$ cat config.mk
export PLATFORM = sky130hd
export DESIGN_NAME = seq_stage_ctrl
export DESIGN_NICKNAME = d
export VERILOG_FILES = /design/src/rtl/seq_stage_ctrl.sv
export SDC_FILE = /design/constraint.sdc
export NUM_CORES = 1
export LEC_CHECK = 0
export ABC_AREA = 1
export CAP_MARGIN = 10
export CORE_AREA = 2 2 134 110
export DETAILED_ROUTE_END_ITERATION = 16
export DIE_AREA = 0 0 136 112
export HOLD_SLACK_MARGIN = 0.15
export PLACE_DENSITY = 0.85
export SLEW_MARGIN = 20
export SYNTH_ARGS = -nofsm -noshare
export SYNTH_HDL_FRONTEND = slang
export SYNTH_SLANG_ARGS = --single-unit
$ cat constraint.sdc
create_clock -name clock -period 2.6 [get_ports clock]
set_clock_uncertainty 0.05 [all_clocks]
set_input_delay 0.26 -clock clock [delete_from_list [all_inputs] [get_ports clock]]
set_output_delay 0.26 -clock clock [all_outputs]
set_load 0.01 [all_outputs]
$ cat src/rtl/seq_stage_ctrl.sv
// Sequencing controller for the Y86-64 SEQ datapath: owns PC, status and counters.
// Latency: 6 cycles per instruction minimum, plus one cycle per data-memory wait cycle.
// Backpressure: mem_ready low holds MEMORY (mem_req stays high) until MEM_TIMEOUT expires.
//
// Ports:
//   clock, reset        : single clock, synchronous active-high reset (highest priority)
//   start               : leaves IDLE; ignored in every other state
//   flag_halt, in_error,
//   bad_mem             : fetch-stage outcomes, looked at only in FETCH
//   bad_mem2, mem_ready : data-memory outcome/handshake, looked at only in MEMORY
//   p_ctr_final         : next PC from pc_update, loaded when leaving PCUPD
//   p_ctr               : architectural PC driven to fetch
//   stage_en            : one-hot stage enable (fetch..pc update = bit0..bit5)
//   mem_req             : high for every MEMORY cycle
//   stat                : one-hot status 1000 AOK, 0010 HLT, 0001 ADR, 0100 INS
//   done                : machine stopped
//   retired, cycles     : saturating instruction and active-cycle counters

module seq_stage_ctrl #(
  parameter int                  PC_WIDTH    = 64,
  parameter logic [PC_WIDTH-1:0] RESET_PC    = '0,
  parameter int                  MEM_TIMEOUT = 15,
  parameter int                  CNT_WIDTH   = 32
) (
  input  logic                 clock,
  input  logic                 reset,
  input  logic                 start,
  input  logic                 flag_halt,
  input  logic                 in_error,
  input  logic                 bad_mem,
  input  logic                 bad_mem2,
  input  logic                 mem_ready,
  input  logic [PC_WIDTH-1:0]  p_ctr_final,
  output logic [PC_WIDTH-1:0]  p_ctr,
  output logic [5:0]           stage_en,
  output logic                 mem_req,
  output logic [3:0]           stat,
  output logic                 done,
  output logic [CNT_WIDTH-1:0] retired,
  output logic [CNT_WIDTH-1:0] cycles
);

  typedef enum logic [2:0] {
    S_IDLE      = 3'd0,
    S_FETCH     = 3'd1,
    S_DECODE    = 3'd2,
    S_EXECUTE   = 3'd3,
    S_MEMORY    = 3'd4,
    S_WRITEBACK = 3'd5,
    S_PCUPD     = 3'd6,
    S_HALTED    = 3'd7
  } state_t;

  localparam logic [3:0] ST_AOK = 4'b1000;
  localparam logic [3:0] ST_HLT = 4'b0010;
  localparam logic [3:0] ST_ADR = 4'b0001;
  localparam logic [3:0] ST_INS = 4'b0100;

  // The wait counter only has to reach MEM_TIMEOUT-1: the cycle that would
  // take it to MEM_TIMEOUT is the one that declares the fault instead.
  localparam int                WAIT_W    = (MEM_TIMEOUT < 2) ? 1 : $clog2(MEM_TIMEOUT);
  localparam logic [WAIT_W-1:0] WAIT_LAST = WAIT_W'(MEM_TIMEOUT - 1);

  state_t            state;
  logic [WAIT_W-1:0] wait_cnt;

  // Counters stick at all-ones rather than wrapping.
  function automatic logic [CNT_WIDTH-1:0] sat_inc(input logic [CNT_WIDTH-1:0] v);
    return (&v) ? v : v + CNT_WIDTH'(1);
  endfunction

  always_ff @(posedge clock) begin
    if (reset) begin
      state    <= S_IDLE;
      p_ctr    <= RESET_PC;
      stat     <= ST_AOK;
      retired  <= '0;
      cycles   <= '0;
      wait_cnt <= '0;
    end else begin
      // Active cycles are those spent in the six stage states.
      if (state != S_IDLE && state != S_HALTED) begin
        cycles <= sat_inc(cycles);
      end

      case (state)
        S_IDLE: begin
          if (start) state <= S_FETCH;
        end

        S_FETCH: begin
          // Instruction-address error outranks invalid opcode, which outranks halt.
          if (bad_mem) begin
            stat  <= ST_ADR;
            state <= S_HALTED;
          end else if (in_error) begin
            stat  <= ST_INS;
            state <= S_HALTED;
          end else if (flag_halt) begin
            stat    <= ST_HLT;
            retired <= sat_inc(retired);
            state   <= S_HALTED;
          end else begin
            state <= S_DECODE;
          end
        end

        S_DECODE: begin
          state <= S_EXECUTE;
        end

        S_EXECUTE: begin
          wait_cnt <= '0;
          state    <= S_MEMORY;
        end

        S_MEMORY: begin
          // A ready response on the last allowed cycle still completes.
          if (bad_mem2) begin
            stat  <= ST_ADR;
            state <= S_HALTED;
          end else if (mem_ready) begin
            state <= S_WRITEBACK;
          end else if (wait_cnt == WAIT_LAST) begin
            stat  <= ST_ADR;
            state <= S_HALTED;
          end else begin
            wait_cnt <= wait_cnt + WAIT_W'(1);
          end
        end

        S_WRITEBACK: begin
          state <= S_PCUPD;
        end

        S_PCUPD: begin
          p_ctr   <= p_ctr_final;
          retired <= sat_inc(retired);
          state   <= S_FETCH;
        end

        S_HALTED: begin
          state <= S_HALTED;
        end

        default: begin
          state <= S_IDLE;
        end
      endcase
    end
  end

  // Moore outputs: a pure decode of the state register.
  always_comb begin
    stage_en = 6'b000000;
    mem_req  = 1'b0;
    done     = 1'b0;
    case (state)
      S_FETCH:     stage_en = 6'b000001;
      S_DECODE:    stage_en = 6'b000010;
      S_EXECUTE:   stage_en = 6'b000100;
      S_MEMORY: begin
        stage_en = 6'b001000;
        mem_req  = 1'b1;
      end
      S_WRITEBACK: stage_en = 6'b010000;
      S_PCUPD:     stage_en = 6'b100000;
      S_HALTED:    done     = 1'b1;
      default: begin
        stage_en = 6'b000000;
      end
    endcase
  end

endmodule
==> results_dict.tcl <==
set metrics [dict create \
    status "finished, final reports clean" \
    hpwl_um 14900 \
    ant_nets 0 \
    yosys.area_share.simple_pct 40.0 \
    clock.fmax_mhz 444 \
    syn_area_um2 6950 \
    p_per_area_nw_per_um2 673 \
    setup_slack_ns 0.347 \
    synth_nets 1140 \
    fin_util_pct 69.6 \
    worstSkewPairLatency_ns 0.43 \
    drc_errors 0 \
    avgSynthCellArea_um2 6.53 \
    fin_nets 1333 \
    crit_chain "nand2_2, nor2_4, clkdlybuf4s50_1" \
    wl_per_cell_um 14.5 \
    ys_seq_elements 139 \
    period_needed_ns 2.25 \
    worstSetupPathType "reg -> out" \
    core_um2 14000 \
    mostFrequentLayoutCells "303 x nand2_1, 266 x nor2_1, 210 x clkdlybuf4s50_1" \
    end_kind "output pin" \
    pre_cts_ws_ns 0.438 \
    die_x_um 136 \
    synth_top_cell_area_share_pct 40.0 \
    critPathArrivalTime_ns 1.94 \
    start_util_pct 49.8 \
    design_area_um2 9720 \
    cpMaxStageDelayCell "clkdlybuf4s50_1" \
    synth_compound_gate_area_share_pct 10.3 \
    critical_path.max_fanout 11 \
    dr_total_vias 7480 \
    finalHoldViolations 0 \
    fin_crit_sh_pct 86.6 \
    antennaDiodeCount 0 \
    rsz0062_at_grt "no" \
    yosysSeqAreaShare_pct 40.0 \
    endpoint "stage_en[5]" \
    drtIter0Drc 658 \
    setup_viol 0 \
    die_h_um 112 \
    grt_pass1_wl_um 34200 \
    hold_class "in -> reg" \
    hold_start "p_ctr_final[62]" \
    critPathRequiredTime_ns 2.29 \
    critical_path.max_stage_delay_ns 0.66 \
    syn_inst 1064 \
    drive_gt1_share_pct 5.43 \
    dieArea_um2 15200 \
    start_kind "register" \
    synth_area_leaders "dfxtp_1 40%, nand2_1 16%, nor2_1 14%" \
    yosysWarnings 0 \
    clk_pin_slew_ns 0.06 \
    antenna_found_initial 0 \
    synth.distinct_cells 34 \
    worstMarginPinSlew_ns 0.664 \
    area_delta_synth_final_pct 39.8 \
    setup-tns-final_ns 0 \
    htree_levels 4 \
    place_congestion 0.960 \
    synth_top_family_by_area "simple AND/OR/NAND/NOR gates" \
    drv_cap 0 \
    synth_xor_area_share_pct 2.52 \
    grt_max_degree 79 \
    clock-sinks 139 \
    reg2reg_from "retired[0]" \
    r2r_slack_ns 0.39 \
    grt_pass1_vias 7034 \
    placed_area_um2 9100 \
    grt_usage_pct 28.3 \
    clk_path_buf_depth 2 \
    grt-ovfl-total 0 \
    peakVddDrop_mv 0.600 \
    cts_tree "done" \
    synthMuxAreaShare_pct 0 \
    io_pins 212 \
    viasPerCell 5.14 \
    wl_um 21100 \
    holdPathStages 3 \
    slew_violations 0 \
    cts_buffers 17 \
    final_common_cell "nand2_1" \
    rr_worst_depth 9 \
    r2r_end "retired[27]" \
    yosys.area_share.adder_pct 0.720 \
    max_slew_margin_pct 55.8 \
    yosysTopAreaCell "dfxtp_1" \
    crit_start "state[2]" \
    rows 39 \
    root_buffer "clkbuf_16" \
    numPortBuffers 211 \
    leakagePower_nw 3.66 \
    first_pass_iters 5 \
]
critical path, delay by kind of cell (launching register included):
family | cells | cell delay [ns]
buffers and inverters | 1 | 0.66
DFF | 1 | 0.50
and+or+nand+nor | 2 | 0.35
power by group:
group | switching [mW] | internal [mW]
registers | 0.155 | 2.32
clock network | 0.945 | 1.56
logic | 0.935 | 0.630
total | 2.03 | 4.51
logic make-up after synthesis:
logic type / Yosys count
AND/OR/NAND/NOR: 663
buffers and inverters: 98
XOR/XNOR: 20
AO/OA/AOI/OAI: 140
flip-flops: 139
adder cells (fa/ha/maj): 4
what timing repair did:
action                                 4_1_cts  5_1_grt
setup buffers                                0        0
hold buffers                                 1        0
endpoints found under the hold margin        8        0
gates resized for setup                      0        0
worst min path at each step:
| stage | to | slack [ns] |
|---|---|---|
| finish | p_ctr[62] | 0.36 |
| global route | p_ctr[22] | 0.36 |
| CTS | p_ctr[12] | 0.35 |
| detailed placement | stat[1] | 0.41 |
| global placement | wait_cnt[3] | 0.41 |
| floorplan | p_ctr[32] | 0.34 |
final cells by class:
type,count,area [um^2]
flip-flops and latches,139,2780
multi-input cells,827,3720
clock inverters,10,140
clock buffers,22,464
inverters,55,209
fillers,1217,4240
repair buffers,217,2170
well taps,184,230
cells in the mapped netlist:
master and instances:
buf_6 8, buf_4 3, a211oi_1 2, nor2_2 7, inv_4 1, nand3_2 4, buf_1 2, inv_2 3
nand2_1 303, nor3b_1 2, ha_1 4, a21oi_1 57, inv_1 50, nand2_8 1, nand3b_1 18, clkinv_1 1
o32ai_1 1, nor2_1 266, dfxtp_1 139, xor2_1 13, xnor2_1 7, nand3_1 34, nand4_1 5, nand2_2 7
nor2_4 4, buf_2 7, nor3_1 6, nand2_4 4, o21ai_1 1, o21ai_0 78, clkbuf_1 23, o2111ai_1 1
or2_2 1, nor2_8 1
state kept, by name, summed over array words and instances, names as in the netlist:
name      flops
wait_cnt      4
cycles       32
p_ctr        64
stat          4
state         3
retired      32
per-stage QoR:
| stage | total power [mW] | hold slack, ns | instances |
|---|---|---|---|
| floorplan | 3.49 | 0.345 | 1064 |
| global placement | 4.04 | 0.405 | 1421 |
| detailed placement | 4.07 | 0.408 | 1421 |
| CTS | 6.57 | 0.350 | 1454 |
| global route | 6.85 | 0.364 | 1454 |
| finish | 6.54 | 0.359 | 1454 |
layer usage:
metal | vias to the layer above | wire length [um] | share of wire [%] | GRT usage [%]
li1 | 3747 | - | - | -
met1 | 3378 | 8940 | 42 | 35.2
met2 | 319 | 9460 | 45 | 44.0
met3 | 36 | 2240 | 11 | 11.2
met4 | 0 | 445 | 2.1 | 10.8
met5 | - | 0 | 0 | 0
Note: power is estimated with default switching activity, not from simulation.
